===== config.mk =====
export PLATFORM = sky130hd
export DESIGN_NAME = fwd_hazard_unit
export DESIGN_NICKNAME = d
export VERILOG_FILES = /design/src/rtl/fwd_hazard_unit.sv
export SDC_FILE = /design/constraint.sdc
export NUM_CORES = 1
export LEC_CHECK = 0
export CAP_MARGIN = 20
export CORE_MARGIN = 2
export CORE_UTILIZATION = 40
export DETAILED_ROUTE_END_ITERATION = 16
export DONT_BUFFER_PORTS = 1
export PLACE_DENSITY_LB_ADDON = 0.2
export SLEW_MARGIN = 5
export SYNTH_ARGS = -nofsm -noshare
export SYNTH_HDL_FRONTEND = slang
export SYNTH_SLANG_ARGS = --single-unit
export TNS_END_PERCENT = 50

===== constraint.sdc =====
create_clock -name clk -period 2.9 [get_ports clk]
set_input_delay 0.58 -clock clk [delete_from_list [all_inputs] [get_ports clk]]
set_output_delay 0.58 -clock clk [all_outputs]
set_load 0.05 [all_outputs]

===== src/rtl/fwd_hazard_unit.sv =====
// fwd_hazard_unit
//   Forwarding and hazard unit for a 5-stage RISC-V pipeline.
//   - Computes the EX operand forward selects in ID and registers them when
//     the ID instruction moves into EX.
//   - Detects load-use hazards against the instruction currently in EX.
//   - Keeps a per-register countdown scoreboard for multicycle writebacks.
//
// Ports
//   clk, rst        pipeline clock, asynchronous active-low reset
//   id_rs1/2        ID source registers; id_use_rs1/2 mark real reads
//   ex_valid/rd/rw  EX instruction and its destination
//   ex_is_load      EX instruction is a load
//   ex_lat          extra writeback latency of EX instruction (0 = single cycle)
//   mem_rd/rw       MEM destination (mem_rw held low for multicycle ops)
//   ext_stall       external freeze of all pipeline registers
//   flush           kill the ID instruction
//   rs1_sel/rs2_sel registered EX forward select: 00 regfile, 10 MEM, 01 WB
//   stall           combinational: hold IF/ID, inject bubble into EX
//   sb_busy         bit r set while scoreboard counter r is nonzero
module fwd_hazard_unit #(
  parameter int REG_ADDR_W = 5,
  parameter int LAT_W      = 4
) (
  input  logic                         clk,
  input  logic                         rst,
  input  logic [REG_ADDR_W-1:0]        id_rs1,
  input  logic [REG_ADDR_W-1:0]        id_rs2,
  input  logic                         id_use_rs1,
  input  logic                         id_use_rs2,
  input  logic                         ex_valid,
  input  logic [REG_ADDR_W-1:0]        ex_rd,
  input  logic                         ex_rw,
  input  logic                         ex_is_load,
  input  logic [LAT_W-1:0]             ex_lat,
  input  logic [REG_ADDR_W-1:0]        mem_rd,
  input  logic                         mem_rw,
  input  logic                         ext_stall,
  input  logic                         flush,
  output logic [1:0]                   rs1_sel,
  output logic [1:0]                   rs2_sel,
  output logic                         stall,
  output logic [(2**REG_ADDR_W)-1:0]   sb_busy
);

  localparam int NUM_REGS = 2**REG_ADDR_W;

  logic [LAT_W-1:0] cnt [NUM_REGS];

  logic hit1, hit2;
  logic ex_fwd_ok, mem_fwd_ok, ex_load_ok;
  logic load_use, sb_hazard;
  logic advance;
  logic ex_issue;
  logic [1:0] sel1_nxt, sel2_nxt;

  // x0 is excluded here, so it can never stall or be forwarded.
  assign hit1 = id_use_rs1 & (id_rs1 != '0);
  assign hit2 = id_use_rs2 & (id_rs2 != '0);

  // Only single-cycle producers forward; multicycle results reach the
  // regfile before the scoreboard releases the consumer.
  assign ex_fwd_ok  = ex_valid & ex_rw & (ex_lat == '0) & (ex_rd != '0);
  assign mem_fwd_ok = mem_rw & (mem_rd != '0);
  assign ex_load_ok = ex_valid & ex_is_load & ex_rw & (ex_rd != '0);

  assign load_use  = (ex_load_ok & hit1 & (ex_rd == id_rs1)) |
                     (ex_load_ok & hit2 & (ex_rd == id_rs2));
  assign sb_hazard = (hit1 & (cnt[id_rs1] != '0)) |
                     (hit2 & (cnt[id_rs2] != '0));

  assign stall   = (load_use | sb_hazard) & ~flush;
  assign advance = ~stall & ~ext_stall;

  assign ex_issue = ex_valid & ex_rw & (ex_rd != '0) & (ex_lat != '0) & ~ext_stall;

  // The EX producer will sit in MEM when the consumer reaches EX, so it
  // takes priority over the older MEM producer (which will be in WB).
  always_comb begin
    sel1_nxt = 2'b00;
    sel2_nxt = 2'b00;
    if (hit1 && ex_fwd_ok && (ex_rd == id_rs1))
      sel1_nxt = 2'b10;
    else if (hit1 && mem_fwd_ok && (mem_rd == id_rs1))
      sel1_nxt = 2'b01;
    if (hit2 && ex_fwd_ok && (ex_rd == id_rs2))
      sel2_nxt = 2'b10;
    else if (hit2 && mem_fwd_ok && (mem_rd == id_rs2))
      sel2_nxt = 2'b01;
  end

  always_ff @(posedge clk or negedge rst) begin
    if (!rst) begin
      rs1_sel <= 2'b00;
      rs2_sel <= 2'b00;
    end else if (ext_stall) begin
      rs1_sel <= rs1_sel;
      rs2_sel <= rs2_sel;
    end else if (flush || stall) begin
      rs1_sel <= 2'b00;
      rs2_sel <= 2'b00;
    end else if (advance) begin
      rs1_sel <= sel1_nxt;
      rs2_sel <= sel2_nxt;
    end
  end

  // Counters run free through ext_stall and flush: the multicycle unit is
  // not frozen with the pipeline. A new issue reloads the counter, so the
  // most recent writer to a register wins.
  always_ff @(posedge clk or negedge rst) begin
    if (!rst) begin
      for (int i = 0; i < NUM_REGS; i++)
        cnt[i] <= '0;
    end else begin
      for (int i = 0; i < NUM_REGS; i++) begin
        if (ex_issue && (ex_rd == REG_ADDR_W'(i)))
          cnt[i] <= ex_lat;
        else if (cnt[i] != '0)
          cnt[i] <= cnt[i] - LAT_W'(1);
      end
    end
  end

  always_comb begin
    sb_busy = '0;
    for (int i = 0; i < NUM_REGS; i++)
      sb_busy[i] = (cnt[i] != '0);
  end

endmodule


**After elaboration in Yosys (flattened, before gate mapping)**

Cells that the tools add are included.

- Bits in registers: 132
- Bits of input ports: 34
- Output and inout port bits: 37
- Word-level logic and storage cells: 325

- Add/subtract/negate cells: 32
- $lt $le $gt $ge: 2
- Equality and inequality tests: 35
- Multiplexer cells: 78
- Bitwise operators: 28
- Reduce and logical (&&, ||, !) cells: 116

Operators with widths:

| kind | number |
|---|---|
| 2-to-1 mux 4 bit | 68 |
| nonzero test 4 bit | 35 |
| subtractor 4 x 1 -> 4 bit (second input constant) | 32 |
| equality test 5 bit (second input constant) | 16 |
| nonzero test 2 bit | 33 |
| binary-select mux 4 bit (select 5 bit) | 2 |
| equality test 5 x 4 -> 1 bit (second input constant) | 8 |
| logical AND 1 bit | 40 |
| AND 1 bit | 20 |
| equality test 5 x 3 -> 1 bit (second input constant) | 4 |
| equality test 5 bit | 4 |
| nonzero test 5 bit | 4 |
| >= comparator 6 bit (second input constant) | 2 |
| 2-to-1 mux 2 bit | 6 |
| inverter 5 -> 6 bit | 2 |
| equality test 5 x 2 -> 1 bit (second input constant) | 2 |
| equality test 5 x 1 -> 1 bit (second input constant) | 1 |
| zero test 5 bit | 1 |
| zero test 4 bit | 1 |
| inverter 1 bit | 3 |
| bitwise OR 1 bit | 3 |
| 2-to-1 mux 1 bit | 2 |
| AND reduction 2 bit | 1 |
| logical OR 1 bit | 1 |

**Depth between registers and ports, before layout**

- Depth in word-level cells: 13
- Depth in mapped cells: 8
- Depth with buffers taken out: 7

**Worst setup path after synthesis**

Ideal clock, no wire load.

- Kind: in2out
- Start point: in id_rs1[0]
- End point: out stall
- Data arrival time: 2.545 ns
- Required time: 2.320 ns
- Slack: -0.225 ns
- Stages: 6
- Buffers on the path: 1
- Cell sequence: buf_2 > mux4_2 > and4b_1 > or4_1 > nand4_1 > o31a_1

- Cells in the longest elaborated chain, start to end: 9
- Elaborated cells between the ends (all ways): 15
- Classes of those cells: eq/ne (1); mux (3); bitwise (9); reduce/logical (2)

RTL lines:

| what | line | RTL |
|---|---|---|
| start, declared | 26 | `input logic [REG_ADDR_W-1:0] id_rs1,` |
| inverter 5 -> 6 bit (not written as such) | 68 | `assign sb_hazard = (hit1 & (cnt[id_rs1] != '0)) \|` |
| binary-select mux 4 bit (select 5 bit) | 68 |  |
| 2-to-1 mux 4 bit (not written as such) (2 in series) | 68 |  |
| nonzero test 4 bit | 68 |  |
| AND 1 bit | 68 |  |
| bitwise OR 1 bit | 68 |  |
| bitwise OR 1 bit * | 71 | `assign stall = (load_use \| sb_hazard) & ~flush;` |
| AND 1 bit * | 71 |  |
| end, declared | 41 | `output logic stall,` |

Mark *: on every way between the ends. The rest lies on a longest branch, timed or not. The select of a mux whose other input is x is not followed.

**Worst setup path in the final report**

- Start point: reg cnt[82] in the netlist's numbering
- End point: out stall

- Cells in the longest elaborated chain, start to end: 8
- Elaborated cells between the ends (all ways): 13
- Classes of those cells: mux (6); bitwise (5); reduce/logical (2)

RTL lines:

| what | line | RTL |
|---|---|---|
| start, declared | 47 | `logic [LAT_W-1:0] cnt [NUM_REGS];` |
| start signal, assigned by index | 117 | `cnt[i] <= ex_lat;` |
| start signal, assigned by index | 119 | `cnt[i] <= cnt[i] - LAT_W'(1);` |
| binary-select mux 4 bit (select 5 bit), on equally long branches | 68, 69 |  |
| 2-to-1 mux 4 bit, on equally long branches (2 in series) | 68, 69 |  |
| nonzero test 4 bit, on equally long branches | 68, 69 |  |
| AND 1 bit, on equally long branches | 68, 69 |  |
| bitwise OR 1 bit * | 68 |  |
| bitwise OR 1 bit * | 71 |  |
| AND 1 bit * | 71 |  |

Marked as above.

==> results.txt <==
- Maximum count of clock buffers along a single path: 2
* Number of nets produced by synthesis: 1127
- After the first detailed-routing iteration, the DRC count stood at 441.
- The initialized floorplan defines 54 standard-cell rows.
* Reg2reg start: cnt[82]
- The finished cells cover 0.0102 mm2.
* Fin crit period: 3090 ps
* Core area: about 0.022 mm2
- Summing over every cut layer, the via total after detailed routing is 7444.
* R2r worst-path depth: 8
- Static leakage: 4.45 nW
- Minimum setup slack among reg-to-reg paths: between 500 and 600 ps
* Crit. End Element: output pin
* TritonCTS clock tree: built
- By count the netlist is led by dfrtp_1, nand2_1, nor2_1, o21ai_0, inv_1.
- On the final layout, the worst hold slack is -157 ps.
- The die covers about 0.023 mm2.
- dfrtp_1 is the most common cell in the netlist.
- Worst-margin pin slew: 701 ps
- Number of antenna cells inserted: 0
* Post-detailed-route DRC marker count: 0
* Fraction of the yosys area taken by sequential cells: between 30% and 40%
* GRT met1 Usage: approximately 30%
* Worst clock skew: between 7 and 8 ps
* Most heavily used metal layer in global routing: met2
- The number of pins exceeding their max-slew limit in the final report is 0.
* Violations in the final reports: hold timing, setup timing
* I/O pin count: 71
* Crit Reg-Reg Endpoint: rs2_sel[1]
- # clock sinks: ~130
- Setup repair after global routing missed its margin: yes
- Clock root cell: clkbuf_16
* Crit path capture: stall
- The initial utilization of the core area, before any placement, comes to roughly two fifths.
- The routed design has between 20000 and 25000 um of wire.
- Outcome: complete, but fails checks
* Via density per instance: approximately 5.5
- Fraction of synthesized cell area taken by the top area cell type: a little under two fifths
* H-tree lvl count: 4
- In the post-route analysis, the smallest setup slack over all paths is -189 ps.
- Cell types occupying the most area after synthesis: dfrtp_1, ha_1, nand2_1, o21ai_0, xnor2_1
- Post-detailed-placement half-perimeter wirelength: 16900 um
- Maximum number of pins on one net before global-route repair: 133
- Global routing consumed, on the met3 layer, 5.36% of the routing resources.
- Worst-path fanout max: 3
- Relative slew margins: 53.0%
- The first global-routing pass estimated 39400 um of wire.
- Number of buffers created by CTS: 17
- Tot GR Track Use: 21.4%
- In this run, synthesis inferred 0 flip-flops with an integrated enable.
* PD cells: 1100 mW/mm2
* Relative area change from synthesis to final layout: 14.5%
- Antenna Violating Nets Remaining: 0
- Final Total Pwr: between 10 and 15 mW
* Cell count after synthesis: a little over 1000
* Antenna violations before repair: 0
- Nets: about 1200
* Routed wirelength normalized by instance count: roughly 18 um
- At the placement stage, the worst setup path has a slack of between 60 and 70 ps.
- The setup path with the least slack is of type reg2out.
- STA puts the critical path data arrival time at ~2500 ps.
* Clock edge transition at the registers on the reported setup and hold paths: approximately 60 ps
* Fmax: between 300 and 400 MHz
* Met2 GRT Util: between 30% and 40%
- Die height: ~150 um
- Final number of setup-violating endpoints: 1
- At the end of routability-driven placement, the weighted congestion stood at 0.899.
- Total of flip-flops plus latches after synthesis: approximately 130
- The post-route netlist has roughly 11% of its cells at a drive strength greater than 1.
- Required arrival time at the worst endpoint: approximately 2300 ps
- The worst setup path is launched from a flop.
* Cell Area, Placed: 0.00945 mm2
- Number of global-route vias before repair: 7090
- Final number of hold-violating endpoints: roughly 130
- For this run, the detailed router's first-pass iteration total came to 5.
* Mean area per synthesized cell: ~8.7 um2
* Synth area leader: dfrtp_1
- Yosys cell types: 62
* Primary flip-flop cell chosen by synthesis mapping: dfrtp_1
* Sum of overflow across all layers after global routing: 0
* Share of the cycle needed by the critical path after routing: 107%
* Summed instance area of the synthesized netlist: between 0.008 and 0.009 mm2
* Min-Delay Path Class: in2async
- Peak VDD IR: just under 0.0004 V
- Number of buffers added on ports: 0
- Max-cap violations in this run came to 0.
- Tracing the worst setup path back leads to its startpoint at cnt[82].
* Asr flop ratio synth: 100%
* Die width: around 150 um
* Insertion delay of the later-clocked pin in the worst-skew pair: 430 ps
- During synthesis, Yosys emitted a total of 0 warnings.
-- worst min path at each step --
| stage | end | start | slack [ps] | cells after the start |
|---|---|---|---|---|
| floorplan | cnt[0] | rst | 280 | 0 |
| global placement | cnt[97] | rst | 290 | 0 |
| detailed placement | cnt[97] | rst | 290 | 0 |
| CTS | cnt[97] | rst | -170 | 0 |
| global route | cnt[111] | rst | -180 | 0 |
| finish | cnt[97] | rst | -160 | 0 |
-- layout make-up --
class | count | area (um2)
fill | 2136 | 11600
clock buffer | 24 | 492
inverter | 87 | 327
multi-input combinational | 777 | 5230
timing repair buffer | 50 | 375
clock inverter | 8 | 123
sequential | 132 | 3300
tap | 280 | 350
-- metrics by stage --
step	setup TNS, ps	std cells	utilization (%)
after floorplan	0	1029	-
after global placement	0	1319	43.3
after detailed placement	0	1319	43.3
after CTS	-192	1358	46.7
after global routing	-281	1358	46.7
final	-189	1358	46.7
-- cell usage in the layout, fill, tap and decap left out, types with 5 or more instances in the layout --
| cell type | instances |
|---|---|
| nand2_1 | 122 |
| nand2b_1 | 9 |
| o2111ai_1 | 6 |
| a21oi_1 | 70 |
| nor2_1 | 95 |
| o31a_1 | 5 |
| mux2_2 | 8 |
| inv_1 | 86 |
| dfrtp_1 | 132 |
| nor3b_1 | 8 |
| ha_1 | 64 |
| a221oi_1 | 6 |
| or3_1 | 21 |
| nor4_2 | 8 |
| clkbuf_16 | 17 |
| o21ai_0 | 88 |
| mux4_2 | 8 |
| o31ai_1 | 20 |
| mux2i_1 | 13 |
| nand3_1 | 23 |
| or4_1 | 7 |
| xor2_1 | 34 |
| xnor2_1 | 49 |
| nor3_1 | 21 |
| nand3b_1 | 5 |
| nor4_1 | 24 |
| buf_4 | 50 |
-- flip-flops by register name (all words and copies together) (netlist names) --
signal,cells
rs2_sel,2
cnt,128
rs1_sel,2
-- power breakdown --
group	leakage, nW	internal, mW	switching (mW)
logic	2.57	2.35	2.91
clock network	0.292	1.44	0.836
registers	1.59	2.80	0.919
-- worst max-delay path, cell delays in order, from the launching register on --
cell      delay (ps)
dfrtp_1          370
or4_4            560
mux2_4           280
a311o_1          280
o32ai_2          120
a211oi_2          80
o31a_4           370
-- repair_timing --
item	in CTS	in global routing
endpoints found under the setup margin	1	1
buffers inserted	10	0
pin swaps	12	0
endpoints found under the hold margin	132	132
resized for setup	12	2
-- cell families (layout without fill, tap and decap cells) --
family	after synthesis	in the layout	share of synthesized area [%]
flops	132	132	37.1
xor+xnor	83	83	8.16
compound gates	227	227	15.4
fa+ha+maj	64	64	8.99
simple gates	373	373	20.5
buf+inv	120	169	5.27
mux	30	30	4.62
-- layer usage --
layer / vias up / wire [um]
met4: 0 / 279
met1: 3587 / 11600
met5: - / 0
li1: 3679 / -
met3: 23 / 1480
met2: 155 / 11200
Power figures use the tool's default switching activity.
